File: src/rtl/deshifter_pkg.sv
// deshifter_pkg
//   Shared constants and helpers for the serial receive path of the
//   crossbar arbiter (deshifter and its bit counter). The transmit side
//   can reuse the same frame length and counter width helpers.
//
//   Build option: DESHIFTER_PARITY_EN
//     undefined -> a frame is W data bits
//     defined   -> a frame is W data bits followed by one even-parity bit
//
//   Contents:
//     DESHIFT_W_DEFAULT  default word width
//     DESHIFT_PAR_BITS   number of parity bits appended to a frame (0 or 1)
//     DESHIFT_FRAME_LEN  frame length for the default word width
//     frame_len(w)       frame length for word width w
//     cnt_width(n)       bits needed to count 0..n-1 (minimum 1)
package deshifter_pkg;

  localparam int DESHIFT_W_DEFAULT = 4;

`ifdef DESHIFTER_PARITY_EN
  localparam int DESHIFT_PAR_BITS = 1;
`else
  localparam int DESHIFT_PAR_BITS = 0;
`endif

  localparam int DESHIFT_FRAME_LEN = DESHIFT_W_DEFAULT + DESHIFT_PAR_BITS;

  function automatic int frame_len(input int w);
    return w + DESHIFT_PAR_BITS;
  endfunction

  // Ceiling log2, but never below 1 so a counter always has at least one bit.
  function automatic int cnt_width(input int n);
    int r;
    r = 0;
    for (int i = 0; i < 32; i++) begin
      if ((1 << r) < n) r = r + 1;
    end
    return (r < 1) ? 1 : r;
  endfunction

endpackage

File: src/rtl/deshifter_cnt.sv
// deshifter_cnt
//   Wrapping bit counter for serial framing. Counts 0..N-1 while en=1 and
//   wraps to 0 after N-1. A synchronous clear restarts the frame; if en is
//   also high in that cycle the bit being sampled counts as bit 0 of the new
//   frame, so the counter loads 1.
//
//   Parameters:
//     N   frame length (number of counts before wrap)
//     CW  counter width
//
//   Ports:
//     clk    rising-edge clock
//     reset  asynchronous, active-low reset
//     en     count enable (one bit sampled this cycle)
//     clr    frame restart
//     cnt    current count
//     tc     terminal count: cnt == N-1 (combinational from cnt)
module deshifter_cnt
  import deshifter_pkg::*;
#(
  parameter int N  = DESHIFT_FRAME_LEN,
  parameter int CW = cnt_width(N)
) (
  input  logic          clk,
  input  logic          reset,
  input  logic          en,
  input  logic          clr,
  output logic [CW-1:0] cnt,
  output logic          tc
);

  assign tc = (cnt == CW'(N - 1));

  always_ff @(posedge clk or negedge reset) begin
    if (!reset) begin
      cnt <= '0;
    end else if (clr) begin
      // A restart that coincides with a sampled bit makes that bit bit 0.
      cnt <= en ? CW'(1) : '0;
    end else if (en) begin
      cnt <= tc ? '0 : cnt + CW'(1);
    end
  end

endmodule

File: src/rtl/deshifter.sv
// deshifter
//   Serial-in/parallel-out receiver. Reassembles W-bit words sent LSB first,
//   one bit per clk while WORK=1, and presents each completed word on a
//   valid/ready slot. A word completing while the slot is still occupied is
//   dropped and flagged on the sticky overflow output.
//
//   Build option: DESHIFTER_PARITY_EN
//     When defined, each frame carries an extra even-parity bit after the
//     data bits, and par_err reports a parity mismatch for the word in the
//     output slot. The word is delivered regardless of parity.
//
//   Ports:
//     clk         rising-edge clock
//     reset       asynchronous, active-low reset
//     in          serial data bit, sampled when WORK=1
//     WORK        shift enable; 0 freezes the deserialiser
//     sync        frame restart; discards the partial word
//     data        last completed word
//     data_valid  data holds an unconsumed word
//     data_ready  consumer accepts data while data_valid=1
//     overflow    sticky; a completed word was dropped
//     ovf_clr     clears overflow (a same-cycle drop wins)
//     bit_cnt     bits collected of the current frame
//     par_err     (parity build only) parity mismatch on data
module deshifter
  import deshifter_pkg::*;
#(
  parameter  int W     = DESHIFT_W_DEFAULT,
  localparam int F     = frame_len(W),
  localparam int CNT_W = cnt_width(F)
) (
  input  logic             clk,
  input  logic             reset,
  input  logic             in,
  input  logic             WORK,
  input  logic             sync,
  output logic [W-1:0]     data,
  output logic             data_valid,
  input  logic             data_ready,
  output logic             overflow,
  input  logic             ovf_clr,
  output logic [CNT_W-1:0] bit_cnt
`ifdef DESHIFTER_PARITY_EN
  ,
  output logic             par_err
`endif
);

  // Only the first F-1 bits of a frame need storing; the last bit is taken
  // straight from `in` when the frame completes.
  logic [F-2:0] shreg;
  logic [F-1:0] cand;
  logic         cnt_tc;
  logic         complete;
  logic         slot_free;

  assign cand      = {in, shreg};
  assign complete  = WORK && cnt_tc && !sync;
  assign slot_free = !data_valid || data_ready;

  deshifter_cnt #(
    .N  (F),
    .CW (CNT_W)
  ) u_cnt (
    .clk   (clk),
    .reset (reset),
    .en    (WORK),
    .clr   (sync),
    .cnt   (bit_cnt),
    .tc    (cnt_tc)
  );

  always_ff @(posedge clk or negedge reset) begin
    if (!reset) begin
      shreg <= '0;
    end else if (sync) begin
      // New frame: a bit sampled with sync enters at the top and will have
      // shifted down to position 0 by the time the frame completes.
      shreg <= '0;
      if (WORK) shreg[F-2] <= in;
    end else if (WORK) begin
      shreg <= cand[F-1:1];
    end
  end

  always_ff @(posedge clk or negedge reset) begin
    if (!reset) begin
      data       <= '0;
      data_valid <= 1'b0;
      overflow   <= 1'b0;
`ifdef DESHIFTER_PARITY_EN
      par_err    <= 1'b0;
`endif
    end else begin
      if (ovf_clr) overflow <= 1'b0;

      if (complete) begin
        if (slot_free) begin
          data       <= cand[W-1:0];
          data_valid <= 1'b1;
`ifdef DESHIFTER_PARITY_EN
          // Even parity over data plus parity bit must be zero.
          par_err    <= ^cand;
`endif
        end else begin
          overflow <= 1'b1;
        end
      end else if (data_valid && data_ready) begin
        data_valid <= 1'b0;
      end
    end
  end

endmodule

File: config.mk
export PLATFORM = sky130hd
export DESIGN_NAME = deshifter
export DESIGN_NICKNAME = d
export VERILOG_FILES = /design/src/rtl/deshifter_pkg.sv /design/src/rtl/deshifter_cnt.sv /design/src/rtl/deshifter.sv
export SDC_FILE = /design/constraint.sdc
export NUM_CORES = 1
export LEC_CHECK = 0
export ABC_AREA = 1
export CORE_AREA = 3 3 40 42
export DETAILED_ROUTE_END_ITERATION = 10
export DIE_AREA = 0 0 43 45
export GPL_ROUTABILITY_DRIVEN = 0
export PLACE_DENSITY = 0.75
export SKIP_LAST_GASP = 1
export SYNTH_ARGS = -nofsm -noshare
export SYNTH_HDL_FRONTEND = slang
export SYNTH_HIERARCHICAL = 1
export SYNTH_SLANG_ARGS = --single-unit
File: constraint.sdc
create_clock -name clk -period 1 [get_ports clk]
set_input_delay 0.2 -clock clk [delete_from_list [all_inputs] [get_ports clk]]
set_output_delay 0.2 -clock clk [all_outputs]
set_load 0.05 [all_outputs]
==> results list, run 1 <==
- Synthesized area: between 400 and 500 um^2
- Warnings from Yosys: 6
* Vias per Instance: 4.50
- Summed over all layers, the routed wires come to 1.30 mm.
- The HPWL after detailed placement is 804 um.
- Result of the run: complete, but fails checks
- Fraction of final layout cells sized beyond drive strength 1: 45.8%
- Final setup violation count: 15
- Subtracting the final worst setup slack from the clock period gives around 1200 ps.
* Number of inserted filler cells in the final layout: 93
- Unrepaired setup endpoints after global routing: yes
- Max rail drop VDD: 0.000880 V
- The first detailed-routing pass ran for 2 iterations.
- The die covers 1940 um^2.
- The first global-routing pass estimated 1.95 mm of wire.
* Count of port buffers added during placement: 14
- Insertion delay of the later-clocked pin in the worst-skew pair: 270 ps
- 15 I/O pins were placed.
* Core occupancy in the finished layout: a little over two thirds
- Final nets: between 90 and 100
- Leading post-synthesis cells by cell area: sky130_fd_sc_hd__dfrtp_1 (58%), sky130_fd_sc_hd__nand2_1 (13%), sky130_fd_sc_hd__nand3_1 (7.3%)
* Overall global routing resource usage: approximately 14%
* Layout-stage area growth over the synthesis result: 88.7%
* Worst hold margin: 221 ps
- Required time of the critical path: about 800 ps
- The share of the Yosys chip area taken by registers is slightly below 60%.
* Number of antenna cells inserted: 0
- Dividing the synthesized area by the synthesized cell count gives 8.99 um^2.
* Fraction of post-synthesis cell area in the top cell type by area: 57.7%
- Total power for the finished layout comes to 1.47 mW.
- In this run the power density over the cells is 1630 nW/um^2.
- Of the available clock period, the critical path in the final layout requires 116%.
- Across the routed clock network, the largest skew measured is around 2.5 ps.
- Number of routed nets with antenna violations: 0
* Chip Height: approximately 45 um
- Most common cell after layout, fill and taps aside: sky130_fd_sc_hd__nand2_1
* Kind of critical path: reg2out
* Violation count after the first detailed-routing iteration: 8
* Most frequent cells in the layout: sky130_fd_sc_hd__nand2_1 (14), sky130_fd_sc_hd__buf_4 (9), sky130_fd_sc_hd__dfrtp_1 (8), sky130_fd_sc_hd__buf_12 (8)
- In this run the worst path has a maximum fanout of 2.
* Number of hold buffers added after CTS: 0
* Path category of the worst min-delay check: in2async
* Setup slack of the critical path after layout: -160 ps
- Combined area of the multi-input logic cells: approximately 230 um^2
- Achievable clock frequency: approximately 0.86 GHz
* TritonCTS buffer count: 3
- Registers take 279 um^2.
- The final number of max-transition violations was 0.
* Clock transition time at the flip-flop clock pins of the worst setup and hold paths: about 70 ps
* Starting utilization of the core area: 37.1%
* Initial antenna violation count: 0
* Syn_nets: between 60 and 70
- Pre-CTS setup slack: -231 ps
* Setup TNS after final layout: -1520 ps
- Maximum root-to-sink buffer count: 2
- The checks that failed: setup timing.
- Largest net degree at the start of global routing: 12
- Number of H-tree branching levels: 1
- Width of the die: ~43 um
- CTS tree: done
- Top cell type by total area after synthesis: sky130_fd_sc_hd__dfrtp_1
- After floorplanning, the core was sized to cover about 1300 um^2.
- Critical path endpoint category: output port
* Number of core rows: 13
- Leakage: around 0.44 nW
- Counting every sink on the clock net gives 11.
- Post-detailed-route wirelength per cell: 13.2 um
- Overflow left after global routing: 0
- The via count of the first global-routing pass came to about 420.
- Detailed routing inserted a total of 441 vias.
* Hold violation total from the final report: 0
- After synthesis, the netlist uses 14 different library cells.
* Data arrival, critical path: 960 ps
* Worst relative slew slack: 85.3%
- Number of storage elements in the synthesis netlist: 11
- Startpoint type of the worst setup path: flop
* Max_cap viols: 0
- Number of instances in the synthesized netlist: 53
- Slew at the pin closest to its max-slew limit: approximately 220 ps
* Root Buffer: sky130_fd_sc_hd__clkbuf_4
* Post-route DRC violation count: 0
==> worst paths after layout <==
kind / startpoint / end / slack [ps] / cells after the start
hold / removal: reset / data_valid / 220 / 2
setup reg to reg: u_cnt/cnt[0] / data[2] / -160 / 7
max in group asynchronous: reset / u_cnt/cnt[1] / 620 / 2
hold reg to reg: shreg[2] / shreg[2] / 530 / 2
min in group clk: sync / data[1] / 350 / 4
setup / recovery: u_cnt/cnt[0] / bit_cnt[0] / -160 / 2
==> sequential cells by signal (all words and copies together) (netlist names) <==
name	cells
data	4
data_valid	1
overflow	1
shreg	3
u_cnt/cnt	2
==> repair_timing <==
item	in CTS	in global routing
setup endpoints to repair	12	18
pin swaps	0	2
gates cloned	0	0
buffers inserted	4	4
gates resized for setup	2	10
==> report_power, final <==
part	switching (mW)	total, mW	internal, mW
Sequential	0.0579	0.558	0.500
Clock	0.152	0.307	0.155
Combinational	0.294	0.603	0.309
==> metal layers <==
layer	wire, um	track usage (%)	share of wire, %
met1	511	17.5	39
met2	687	22.8	53
met3	50	2.39	3.9
met4	46	9.04	3.6
met5	0	0	0
==> final cells by class <==
cell class                 instances  share of cell area [%]
tap                               15                    2.09
timing repair buffer              26                    36.0
inverter                           5                    2.09
multi-input combinational         37                    25.9
clock buffer                       4                    2.92
sequential                        11                    31.0
==> cell families after synthesis <==
logic type      Yosys count  share of synthesized area, %
simple gates             32                          31.2
flops                    11                          57.7
fa+ha+maj                 1                          2.62
compound gates            4                          4.46
buf+inv                   5                          3.94
==> stage by stage <==
step	area (um^2)	cells
after floorplan	498	53
after global placement	767	86
after detailed placement	767	86
after CTS	831	94
after global routing	900	98
final	900	98
==> worst max-delay path: stages (launching register included) <==
cell and delay, ps:
sky130_fd_sc_hd__dfrtp_2 420, sky130_fd_sc_hd__buf_6 130, sky130_fd_sc_hd__buf_12 130
==> cells in the mapped netlist <==
cell                       instances
sky130_fd_sc_hd__nor2_4            1
sky130_fd_sc_hd__nand2_2           2
sky130_fd_sc_hd__clkinv_1          1
sky130_fd_sc_hd__nand2_1          16
sky130_fd_sc_hd__o22ai_1           1
sky130_fd_sc_hd__nand3_1           7
sky130_fd_sc_hd__inv_1             3
sky130_fd_sc_hd__dfrtp_1          11
sky130_fd_sc_hd__o21ai_0           2
sky130_fd_sc_hd__ha_1              1
sky130_fd_sc_hd__nor2_1            5
sky130_fd_sc_hd__nand2_4           1
sky130_fd_sc_hd__inv_2             1
sky130_fd_sc_hd__o21ai_1           1
Note: power is estimated with default switching activity, not from simulation.
==> run 2: changes to the inputs <==
--- a/config.mk
+++ b/config.mk
@@ -10,7 +10,8 @@
 export DETAILED_ROUTE_END_ITERATION = 10
 export DIE_AREA = 0 0 43 45
 export GPL_ROUTABILITY_DRIVEN = 0
-export PLACE_DENSITY = 0.75
+export MAX_ROUTING_LAYER = met4
+export PLACE_DENSITY_LB_ADDON = 0.1
 export SKIP_LAST_GASP = 1
 export SYNTH_ARGS = -nofsm -noshare
 export SYNTH_HDL_FRONTEND = slang
==> constraint.sdc (replaced) <==
create_clock -name clk -period 1.43 [get_ports clk]
set_input_delay 0.286 -clock clk [delete_from_list [all_inputs] [get_ports clk]]
set_output_delay 0.286 -clock clk [all_outputs]
set_load 0.05 [all_outputs]
==> run 2 against run 1 <==
Against the previous run:
- register-to-register slack improved by 410 ps
- critical path type is now reg2reg
- cell count decreased by 11%
- global-route usage shrank 1.6 points
- the run now ends clean
- combinational power is 46% lower
- highest routed layer unchanged
- clock-buffer cell count did not move
- sequential cell count stayed put
- critical path depth grew 4
- die area unchanged
==> results list, run 2 (synthesis results as in run 1) <==
- Startpoint type of the worst setup path: flop
- Data arrival, critical path: 1340 ps (+380 ps)
* Layout-stage area growth over the synthesis result: 57.2%
- Most frequent cells in the layout: sky130_fd_sc_hd__nand2_1 (16), sky130_fd_sc_hd__dfrtp_1 (11), sky130_fd_sc_hd__buf_12 (8)
- Setup TNS after final layout: 0 ps (+1520 ps)
* Share of total power in combinational logic: 35.3% (-5.8 points)
- Final nets: 81 (-12%)
- Number of global-route vias before repair: 408 (-1.9%)
* Layout Cells excl Fill: 87 (-11%)
* CTS Sinks: 11 (unchanged)
* Number of hold buffers added after CTS: 0 (unchanged)
- The initial core utilization came to 37.1% (unchanged).
* Maximum root-to-sink buffer count: 2 (unchanged)
* Unrepaired setup endpoints after global routing: no
* Power density of the placed cells: 1240 nW/um^2 (-24%)
* Insertion delay of the later-clocked pin in the worst-skew pair: 270 ps (about the same)
- Core area: 1280 um^2 (unchanged)
* Critical path endpoint category: flop
- The total congestion overflow after global routing is 0 (unchanged).
- The pin count of the biggest net entering global routing was 12 (unchanged).
* Width of the die: 43 um (unchanged)
* Count of pins over their slew limit: 0 (unchanged)
- Path category of the worst min-delay check: in2async
- The multi-input gate area in the final layout was 183 um^2 (-22%).
- Maximum fanout along the worst path: 5 (+3)
- The internal power is 0.614 mW (-36%).
* Max rail drop VDD: 0.000461 V (-48%)
* Pre-Repair DR Iteration Count: 4 (+2)
- The smallest hold slack was 345 ps (+124 ps).
- The clock transition time at the flip-flop clock pins of the worst setup and hold paths came to 70 ps (about the same).
- The critical path data required time was 1590 ps (+790 ps).
* Post-detailed-route wirelength per cell: 10.3 um (-22%)
* Fraction of final layout cells sized beyond drive strength 1: 23.6% (-22 points)
* Final Critical Period: ~1200 ps
- The post-cts repair resize count was 0 (-2).
* CTS tree: done
* Most common cell after layout, fill and taps aside: sky130_fd_sc_hd__nand2_1
- Number of H-tree branching levels: 1 (unchanged)
* Root Buffer: sky130_fd_sc_hd__clkbuf_4
* Worst relative slew slack: 66.6% (-19 points)
- P_sw: 0.315 mW (-37%)
- Pre-CTS setup slack: 131 ps (+362 ps)
- The number of port buffers was 14 (unchanged).
- Reg-to-reg startpoint: u_cnt/cnt[0]
- The area taken by flip-flops and latches was 275 um^2 (-1.3%).
* Post-route DRC violation count: 0 (unchanged)
* Flip-flop count of the largest register after layout: 4 (unchanged)
* Result of the run: completed
- Number of antenna cells inserted: 0 (unchanged)
* Final worst path period share: between 80% and 90%
- The relative contribution of the clock network to total power was 22.9% (+2.0 points).
- The final setup skew was 3.13 ps (+0.666 ps).
- Area enclosed by the die boundary: 1940 um^2 (unchanged)
- Switching fraction of total power: 33.9% (-0.43 points)
- The worst register-to-register path ends at data[3].
- Routed WL: 896 um (-31%)
* Buffers inserted by post-CTS timing repair: 0 (-4)
- The wire length of the first global-routing pass is 1.68 mm (-14%).
* Kind of critical path: reg2reg
- The number of buffers created by CTS came to 3 (unchanged).
- The I/O pin count is 15 (unchanged).
* Worst R2R Setup Slack: 250 ps (+410 ps)
- The logic depth of the worst register-to-register path was 6 (-1).
- Half-perimeter wire length of the detailed placement result: 699 um (-13%)
- The count of fill cells added during filler insertion was 117 (+26%).
- The share of total power in sequential cells was 41.8% (+3.8 points).
* Count of vias placed by the detailed router: 408 (-7.5%)
* Leading registers by flop count: data (4), shreg (3), u_cnt/cnt (2)
- Chip Height: 45 um (unchanged)
* Number of routed nets with antenna violations: 0 (unchanged)
- Register name with the most flops: data
- The reported max-cap violation count came to 0 (unchanged).
- Final setup violation count: 0 (-15)
* Slew at the pin closest to its max-slew limit: 500 ps (+280 ps)
- The detailed router's first-iteration violation count was 11 (+3).
- The average vias per placed instance is 4.69 (+4.2%).
* Overall global routing resource usage: 12.5% (-1.6 points)
* Initial antenna violation count: 0 (unchanged)
- Hold violation total from the final report: 0 (unchanged)
- Achievable clock frequency: 0.847 GHz
* Number of core rows: 13 (unchanged)
- Setup slack of the critical path after layout: 249 ps (+409 ps)
- The leakage dissipation came to 0.370 nW (-17%).
* Post-placement cell count: 83 (-3.5%)
==> run 2: changes by cell type in the layout (fill, tap and decap cells not counted), sizes merged <==
cell,change
buf,-11
clkdlybuf4s50,+1
dlymetal6s2s,-1
==> run 2: area by class of cell <==
cell class | instances | area share [%]
clock buffer | 4 | 3.51
inverter | 5 | 2.50
timing repair buffer | 15 | 30.4
multi-input combinational | 37 | 24.4
tap | 15 | 2.50
sequential | 11 | 36.7
==> run 2: worst max-delay path: stages, from the launching register on <==
cell and delay (ps):
sky130_fd_sc_hd__dfrtp_1 430, sky130_fd_sc_hd__ha_1 240, sky130_fd_sc_hd__nand2_2 80, sky130_fd_sc_hd__nor2_4 140, sky130_fd_sc_hd__nand2_4 70, sky130_fd_sc_hd__nand2_1 60
sky130_fd_sc_hd__nand2_1 50
==> run 2: worst max-delay path by stage <==
| stage | slack [ps] | from | endpoint | depth (start not counted) |
|---|---|---|---|---|
| finish | 250 | u_cnt/cnt[0] | data[3] | 6 |
| detailed placement | 130 | WORK | data[3] | 6 |
| CTS | 240 | u_cnt/cnt[0] | data[3] | 6 |
| global placement | 140 | WORK | data[3] | 6 |
| global route | 130 | u_cnt/cnt[0] | data[2] | 6 |
| floorplan | 30 | u_cnt/cnt[0] | data[0] | 6 |
==> run 2: power groups by stage <==
stage / combinational (mW) / sequential, mW / clock, mW
final: 0.328 / 0.388 / 0.213
after global routing: 0.346 / 0.393 / 0.238
after CTS: 0.332 / 0.389 / 0.224
after detailed placement: 0.331 / 0.395 / 0
after global placement: 0.329 / 0.396 / 0
after floorplan: 0.0450 / 0.489 / 0
==> run 2: stage by stage <==
stage	power [mW]	utilization, %	instance area [um^2]
6_report	0.929	58.3	749
5_1_grt	0.978	58.3	749
4_1_cts	0.945	58.3	749
3_5_place_dp	0.726	56.3	723
3_3_place_gp	0.725	56.3	723
2_1_floorplan	0.534	-	477
==> run 2: routing by layer <==
| layer | up-vias | track usage, % | wire length [um] |
|---|---|---|---|
| met4 | 0 | 10.8 | 20 |
| met3 | 4 | 3.59 | 67 |
| met2 | 13 | 18.3 | 435 |
| met1 | 183 | 13.9 | 372 |
| li1 | 208 | - | - |
| met5 | - | - | 0 |
